<file path="src/rtl/weight_update_sequencer.sv">
// Steps through NUM_WEIGHTS buffer entries: read old weight and gradient, hand them to the
// update unit, wait for its result (bounded by TIMEOUT) and write it back; all outputs registered.
module weight_update_sequencer #(
  parameter int NUM_WEIGHTS = 16,
  parameter int ADDR_W      = 4,
  parameter int TIMEOUT     = 15
) (
  input  logic              clk,
  input  logic              rst_n,
  input  logic              start_in,
  input  logic [15:0]       lr_in,
  output logic              busy_out,
  output logic              done_out,
  output logic              err_out,
  output logic              rd_en_out,
  output logic [ADDR_W-1:0] rd_addr_out,
  input  logic [15:0]       w_rd_data_in,
  input  logic [15:0]       g_rd_data_in,
  output logic [15:0]       lr_out,
  output logic [15:0]       W_old_out,
  output logic [15:0]       grad_out,
  output logic              grad_descent_start_out,
  input  logic [15:0]       W_updated_in,
  input  logic              grad_descent_done_in,
  output logic              wr_en_out,
  output logic [ADDR_W-1:0] wr_addr_out,
  output logic [15:0]       wr_data_out
);

  localparam int TW = (TIMEOUT < 1) ? 1 : $clog2(TIMEOUT + 1);
  localparam logic [TW-1:0]     TMO      = TW'(TIMEOUT);
  localparam logic [ADDR_W-1:0] LAST_IDX = ADDR_W'(NUM_WEIGHTS - 1);

  typedef enum logic [2:0] {
    S_IDLE, S_READ, S_ISSUE, S_WAIT, S_WRITE, S_DONE
  } state_t;

  state_t            state_q;
  logic [ADDR_W-1:0] idx_q;
  logic [TW-1:0]     wait_cnt_q;
  logic              done_q, err_q, rd_en_q, gd_start_q, wr_en_q;
  logic [ADDR_W-1:0] rd_addr_q, wr_addr_q;
  logic [15:0]       lr_q, w_old_q, grad_q, wr_data_q;

  always_ff @(posedge clk or negedge rst_n) begin
    if (!rst_n) begin
      state_q    <= S_IDLE;
      idx_q      <= '0;
      wait_cnt_q <= '0;
      done_q     <= 1'b0;
      err_q      <= 1'b0;
      rd_en_q    <= 1'b0;
      gd_start_q <= 1'b0;
      wr_en_q    <= 1'b0;
      rd_addr_q  <= '0;
      wr_addr_q  <= '0;
      lr_q       <= '0;
      w_old_q    <= '0;
      grad_q     <= '0;
      wr_data_q  <= '0;
    end else begin
      // Strobes default low so each is a single-cycle pulse.
      rd_en_q    <= 1'b0;
      gd_start_q <= 1'b0;
      wr_en_q    <= 1'b0;
      done_q     <= 1'b0;
      case (state_q)
        S_IDLE: begin
          if (start_in) begin
            lr_q      <= lr_in;
            idx_q     <= '0;
            err_q     <= 1'b0;
            rd_en_q   <= 1'b1;
            rd_addr_q <= '0;
            state_q   <= S_READ;
          end
        end
        S_READ: state_q <= S_ISSUE;
        S_ISSUE: begin
          w_old_q    <= w_rd_data_in;
          grad_q     <= g_rd_data_in;
          gd_start_q <= 1'b1;
          wait_cnt_q <= '0;
          state_q    <= S_WAIT;
        end
        S_WAIT: begin
          if (grad_descent_done_in) begin
            wr_en_q   <= 1'b1;
            wr_addr_q <= idx_q;
            wr_data_q <= W_updated_in;
            state_q   <= S_WRITE;
          end else if (wait_cnt_q == TMO) begin
            // Update unit never answered: abandon the pass without writing.
            err_q   <= 1'b1;
            done_q  <= 1'b1;
            state_q <= S_DONE;
          end else begin
            wait_cnt_q <= wait_cnt_q + 1'b1;
          end
        end
        S_WRITE: begin
          if (idx_q == LAST_IDX) begin
            done_q  <= 1'b1;
            state_q <= S_DONE;
          end else begin
            idx_q     <= idx_q + 1'b1;
            rd_en_q   <= 1'b1;
            rd_addr_q <= idx_q + 1'b1;
            state_q   <= S_READ;
          end
        end
        S_DONE:  state_q <= S_IDLE;
        default: state_q <= S_IDLE;
      endcase
    end
  end

  assign busy_out               = (state_q != S_IDLE);
  assign done_out               = done_q;
  assign err_out                = err_q;
  assign rd_en_out              = rd_en_q;
  assign rd_addr_out            = rd_addr_q;
  assign lr_out                 = lr_q;
  assign W_old_out              = w_old_q;
  assign grad_out               = grad_q;
  assign grad_descent_start_out = gd_start_q;
  assign wr_en_out              = wr_en_q;
  assign wr_addr_out            = wr_addr_q;
  assign wr_data_out            = wr_data_q;

endmodule

</file>
<file path="config.mk">
export PLATFORM = sky130hd
export DESIGN_NAME = weight_update_sequencer
export DESIGN_NICKNAME = d
export VERILOG_FILES = /design/src/rtl/weight_update_sequencer.sv
export SDC_FILE = /design/constraint.sdc
export NUM_CORES = 1
export LEC_CHECK = 0
export CAP_MARGIN = 20
export CORE_ASPECT_RATIO = 1.4
export CORE_MARGIN = 2
export CORE_UTILIZATION = 30
export DETAILED_ROUTE_END_ITERATION = 7
export PLACE_DENSITY_LB_ADDON = 0.12
export SLEW_MARGIN = 20
export SYNTH_ARGS = -nofsm -noshare
export SYNTH_HDL_FRONTEND = slang
export SYNTH_SLANG_ARGS = --single-unit
</file>
<file path="constraint.sdc">
create_clock -name clk -period 1.6 [get_ports clk]
set_clock_uncertainty 0.15 [all_clocks]
set_input_delay 0.16 -clock clk [delete_from_list [all_inputs] [get_ports clk]]
set_output_delay 0.16 -clock clk [all_outputs]
set_load 0.01 [all_outputs]
</file>
## Word level (Yosys, flattened, before mapping)

Index checks and enable logic that the tools add are counted.

| operators by class | value |
|---|---|
| mux-type cells | 25 |
| equal/unequal tests | 12 |
| add/subtract/negate cells | 2 |
| reduce and logical (&&, ||, !) cells | 11 |

Operators by type and width:

| cell | number |
|---|---|
| $mux W4 | 4 |
| $pmux W4 S2 | 2 |
| $pmux W3 S5 | 1 |
| $mux W3 | 4 |
| $mux W1 | 11 |
| $ne A2 B2 Y1 const B | 5 |
| $add A4 B1 Y4 const B | 2 |
| $eq A4 B4 Y1 const B | 2 |
| $eq A3 B2 Y1 const B | 2 |
| $pmux W1 S2 | 3 |
| $reduce_and A2 Y1 | 3 |
| $reduce_and A3 Y1 | 2 |
| $reduce_bool A2 Y1 | 3 |
| $reduce_and A4 Y1 | 1 |
| $eq A3 B1 Y1 const B | 1 |
| $eq A3 B3 Y1 const B | 1 |
| $logic_not A3 Y1 | 1 |
| $ne A3 B3 Y1 const B | 1 |
| $reduce_bool A3 Y1 | 1 |

| word-level totals | value |
|---|---|
| input bits | 68 |
| bits in registers | 84 |

## Depth between registers and ports, before layout

| depth | value |
|---|---|
| depth after elaboration | 4 |
| gate-level depth with buffers | 5 |
| gate-level depth less buffers | 4 |

## Worst setup path after synthesis

No wires, ideal clock.

| path | value |
|---|---|
| path type | flip-flop to flip-flop |
| start | register state_q[2] |
| end | register lr_q[10] (netlist: lr_out[10]) |
| arrival time | 1370 ps |
| data required time | 1325 ps |
| slack | -45 ps |
| path buffers | 2 |
| cell stages (with the launch flop) | 5 |
| cells stage by stage | dfrtp_1 > buf_2 > nor4b_2 > buf_2 > mux2_2 |

| on the way | value |
|---|---|
| word-level cells in the longest chain between the ends | 2 |

Ends and longest elaborated chain:

| what | line | text |
|---|---|---|
| from (decl) | 38 | `state_t state_q;` |
| from (signal assigned) | 47 | `state_q <= S_IDLE;` |
| from (signal assigned) | 75 | `state_q <= S_READ;` |
| from (signal assigned) | 78 | `S_READ: state_q <= S_ISSUE;` |
| $logic_not A3 Y1 | 67 | `case (state_q)` |
| $reduce_and A2 Y1 (no source line) | - |  |
| to (signal assigned) | 70 | `lr_q <= lr_in;` |
| to (decl) | 43 | `logic [15:0] lr_q, w_old_q, grad_q, wr_data_q;` |

No other way between the ends.
A chain may end at the register's enable or synchronous reset.

## Worst setup path in the final report

| path | value |
|---|---|
| start | register state_q[2] |
| end | register lr_q[1] (netlist: lr_out[1]) |

Same word-level chain as after synthesis.

==> impl_metrics.ini <==
[clock_network]
htreeDepth = 3
clkTransAtPathRegs_ps = 60
clock_path_buffers = 2
worstSkewPairLatency_ps = 330
cts.sinks = 84
cts_made_buffers = 9
clockRootBuffer = clkbuf_16
cts_tree = done

[route]
drtIter0Drc = 39
dr_total_vias = 2497
dr.pass1.iters = 4
ant_nets = 0
routedWlPerCell_um = 15.7
routed_wl_um = 8650
drcViolationCount = 0
detail_route.vias_per_cell = 4.54

[yosys]
ys_ff_latch = 84
ys_warn_count = 0
synth_edf_count = 0
synth_cell_types = 33
synthAdderAreaFrac_pct = 0.757
yosys.area_share.xor_xnor_pct = 0
syn-num-nets = 290
syn_inst = 220
syn-mean-instance-area_um2 = 15.0
synth_top_family_by_area = multiplexers
yosys.area_share.simple_pct = 6.74
synth_compound_area_share_pct = 2.61
yosysSeqAreaShare_pct = 63.6
syn_area_mm2 = 0.00330
muxShareOfSynthArea_pct = 23.8
synthFlopType = dfrtp_1
async_flop_share_pct = 100

[floorplan]
ios = 146
rows = 45
die_h_um = 128
die-area_mm2 = 0.0119
initial_core_util_pct = 30.6
die_w_um = 92.7
core-area_mm2 = 0.0108

[pwr]
p_sw_share_pct = 28.2
ir_worst_vdd_v = 0.000825
powerDensity_mw_per_mm2 = 2040
p_seq_share_pct = 30.7
power_frac_comb_pct = 50.1
leakage_nw = 2.68
p_clk_share_pct = 19.1
p_int_mw = 8.68
switchingPower_mw = 3.41
power_mw = 12.1

[worst_setup_path]
cpMaxStageDelayCell = dfrtp_2
cpPeakStageDelay_ps = 430
crit_arrival_ps = 1780
cp_cell_sequence = buf_12, nor4b_4, buf_4, clkbuf_16, mux2_2
required_ps = 1660
end_kind = flip-flop
crit_type = reg2reg
cp-start-kind = flip-flop
critical_path_peak_fanout = 6

[layout]
stdcell_area_mm2 = 0.00591
syn2layout_area_growth_pct = 79.0
multi_input_area_mm2 = 0.00135
drive_gt1_share_pct = 31.8
fill_cells = 955
nets = 474
register_area_mm2 = 0.00211
diodes = 0

[placed_design]
pre_cts_ws_ps = -133
dpl_cell_area_mm2 = 0.00508
gp_congestion = 0.696
hpwl_um = 5500
numPortBuffers = 145

[outcome]
violations = setup timing
status = finished with violations

[grt]
antenna_found_initial = 0
grt_pass1_wl_um = 12500
grt_usage_pct = 13.8
grt.overflow.total = 0
grt_max_degree = 36
first_global_vias = 2469

[hold_path]
hp-class = in2async

[sta]
timing.slew.headroom_pct = 73.3
tightest_slew_ps = 401
maxSlewViolCount = 0
hold_viol = 0
rsz0062_at_grt = yes
finalSetupViolations = 73
fin_setup_tns_ps = -6180
timing.fmax_mhz = 583
setup_slack_ps = -116
min_period_ps = 1720
post-route-period-util_pct = 107

[job]
cap_violations = 0
[cells by family (layout without fill, tap and decap cells)]
family                     count (synthesis)  count (layout)
muxes                                     70              70
adders and majority gates                  2               2
AOI/OAI and AO/OA                         13              13
and+or+nand+nor                           34              34
buffers and inverters                     17             206
DFF                                       84              84
[routing by layer]
| layer | share of wire, % | GRT usage (%) |
|---|---|---|
| met1 | 40 | 15.7 |
| met2 | 53 | 23.7 |
| met3 | 5.3 | 4.00 |
| met4 | 1.8 | 6.49 |
| met5 | 0 | 0 |
[cell usage after synthesis, drive strengths merged, types with 2 or more instances]
library cell	n	area share, %
nor3b	3	1.2
a21oi	2	0.30
mux2i	2	0.61
nand3	5	0.76
buf	9	1.6
nand2b	5	0.95
dfrtp	84	64
ha	2	0.76
mux2	68	23
nor2b	2	0.38
o21ai	4	0.61
nand2	6	0.68
nor3	2	0.30
nand4	3	0.57
inv	6	0.68
o221ai	2	0.53
clkbuf	2	0.23
nor2	2	0.23
[repair_timing]
| item | 4_1_cts | 5_1_grt |
|---|---|---|
| resized for setup | 48 | 32 |
| pin swaps | 1 | 2 |
| gates cloned | 2 | 6 |
| hold endpoints to repair | 61 | 0 |
| setup endpoints to repair | 78 | 74 |
| hold buffers | 1 | 0 |
| buffers inserted | 7 | 6 |
[flip-flops by register name, indices dropped and copies added, names as in the netlist]
register	count
W_old_out	16
grad_out	16
lr_out	16
wr_data_out	16
rd_addr_out	4
wait_cnt_q	4
wr_addr_out	4
state_q	3
done_out	1
err_out	1
grad_descent_start_out	1
rd_en_out	1
wr_en_out	1
[per-stage QoR]
stage                     hold slack, ps  instances  util [%]
after floorplan                     -286        220         -
after global placement             -36.9        513      47.0
after detailed placement           -37.5        513      47.0
after CTS                            137        539      52.4
after global routing                 163        550      54.7
final                                141        550      54.7
[power by group through the flow]
stage | clock (mW) | combinational [mW] | sequential (mW)
2_1_floorplan | 0 | 1.70 | 4.09
6_report | 2.31 | 6.06 | 3.71
5_1_grt | 2.49 | 6.45 | 3.85
3_5_place_dp | 0 | 4.76 | 3.73
4_1_cts | 2.39 | 5.51 | 3.69
3_3_place_gp | 0 | 4.72 | 3.69
[layout by cell type (no fill, tap or decap), types with 3 or more instances in the layout]
master	Yosys	layout
nand2_1	6	5
buf_12	0	6
clkbuf_16	0	13
clkdlybuf4s50_1	0	141
inv_1	6	6
nand4_1	3	3
mux2_4	0	57
buf_6	0	4
dfrtp_1	84	80
nand3_1	5	5
buf_4	3	23
nand2b_1	5	5
dfrtp_2	0	4
bufinv_16	0	3
mux2_2	48	10
[final timing paths]
kind | startpoint | cells past startpoint | endpoint | slack (ps)
max | state_q[2] | 5 | lr_out[1] | -120
min | rst_n | 2 | lr_out[15] | 140
max reg2reg | state_q[2] | 5 | lr_out[1] | -120
min reg2reg | lr_out[3] | 1 | lr_out[3] | 340
max in group asynchronous | rst_n | 3 | lr_out[7] | 510
min in group clk | lr_in[3] | 2 | lr_out[3] | 280
[area by class of cell]
cell class,count,share of cell area [%]
sequential,84,35.6
inverter,6,0.381
tap,141,2.98
multi-input combinational,119,22.8
clock inverter,5,1.69
timing repair buffer,184,32.5
clock buffer,11,3.93
[critical path: cells and delay by family, from the launching register on]
kind | cells | cell delay [ps]
buffers and inverters | 3 | 470
DFF | 1 | 430
muxes | 1 | 320
and+or+nand+nor | 1 | 230
(Power assumes the default switching activity.)
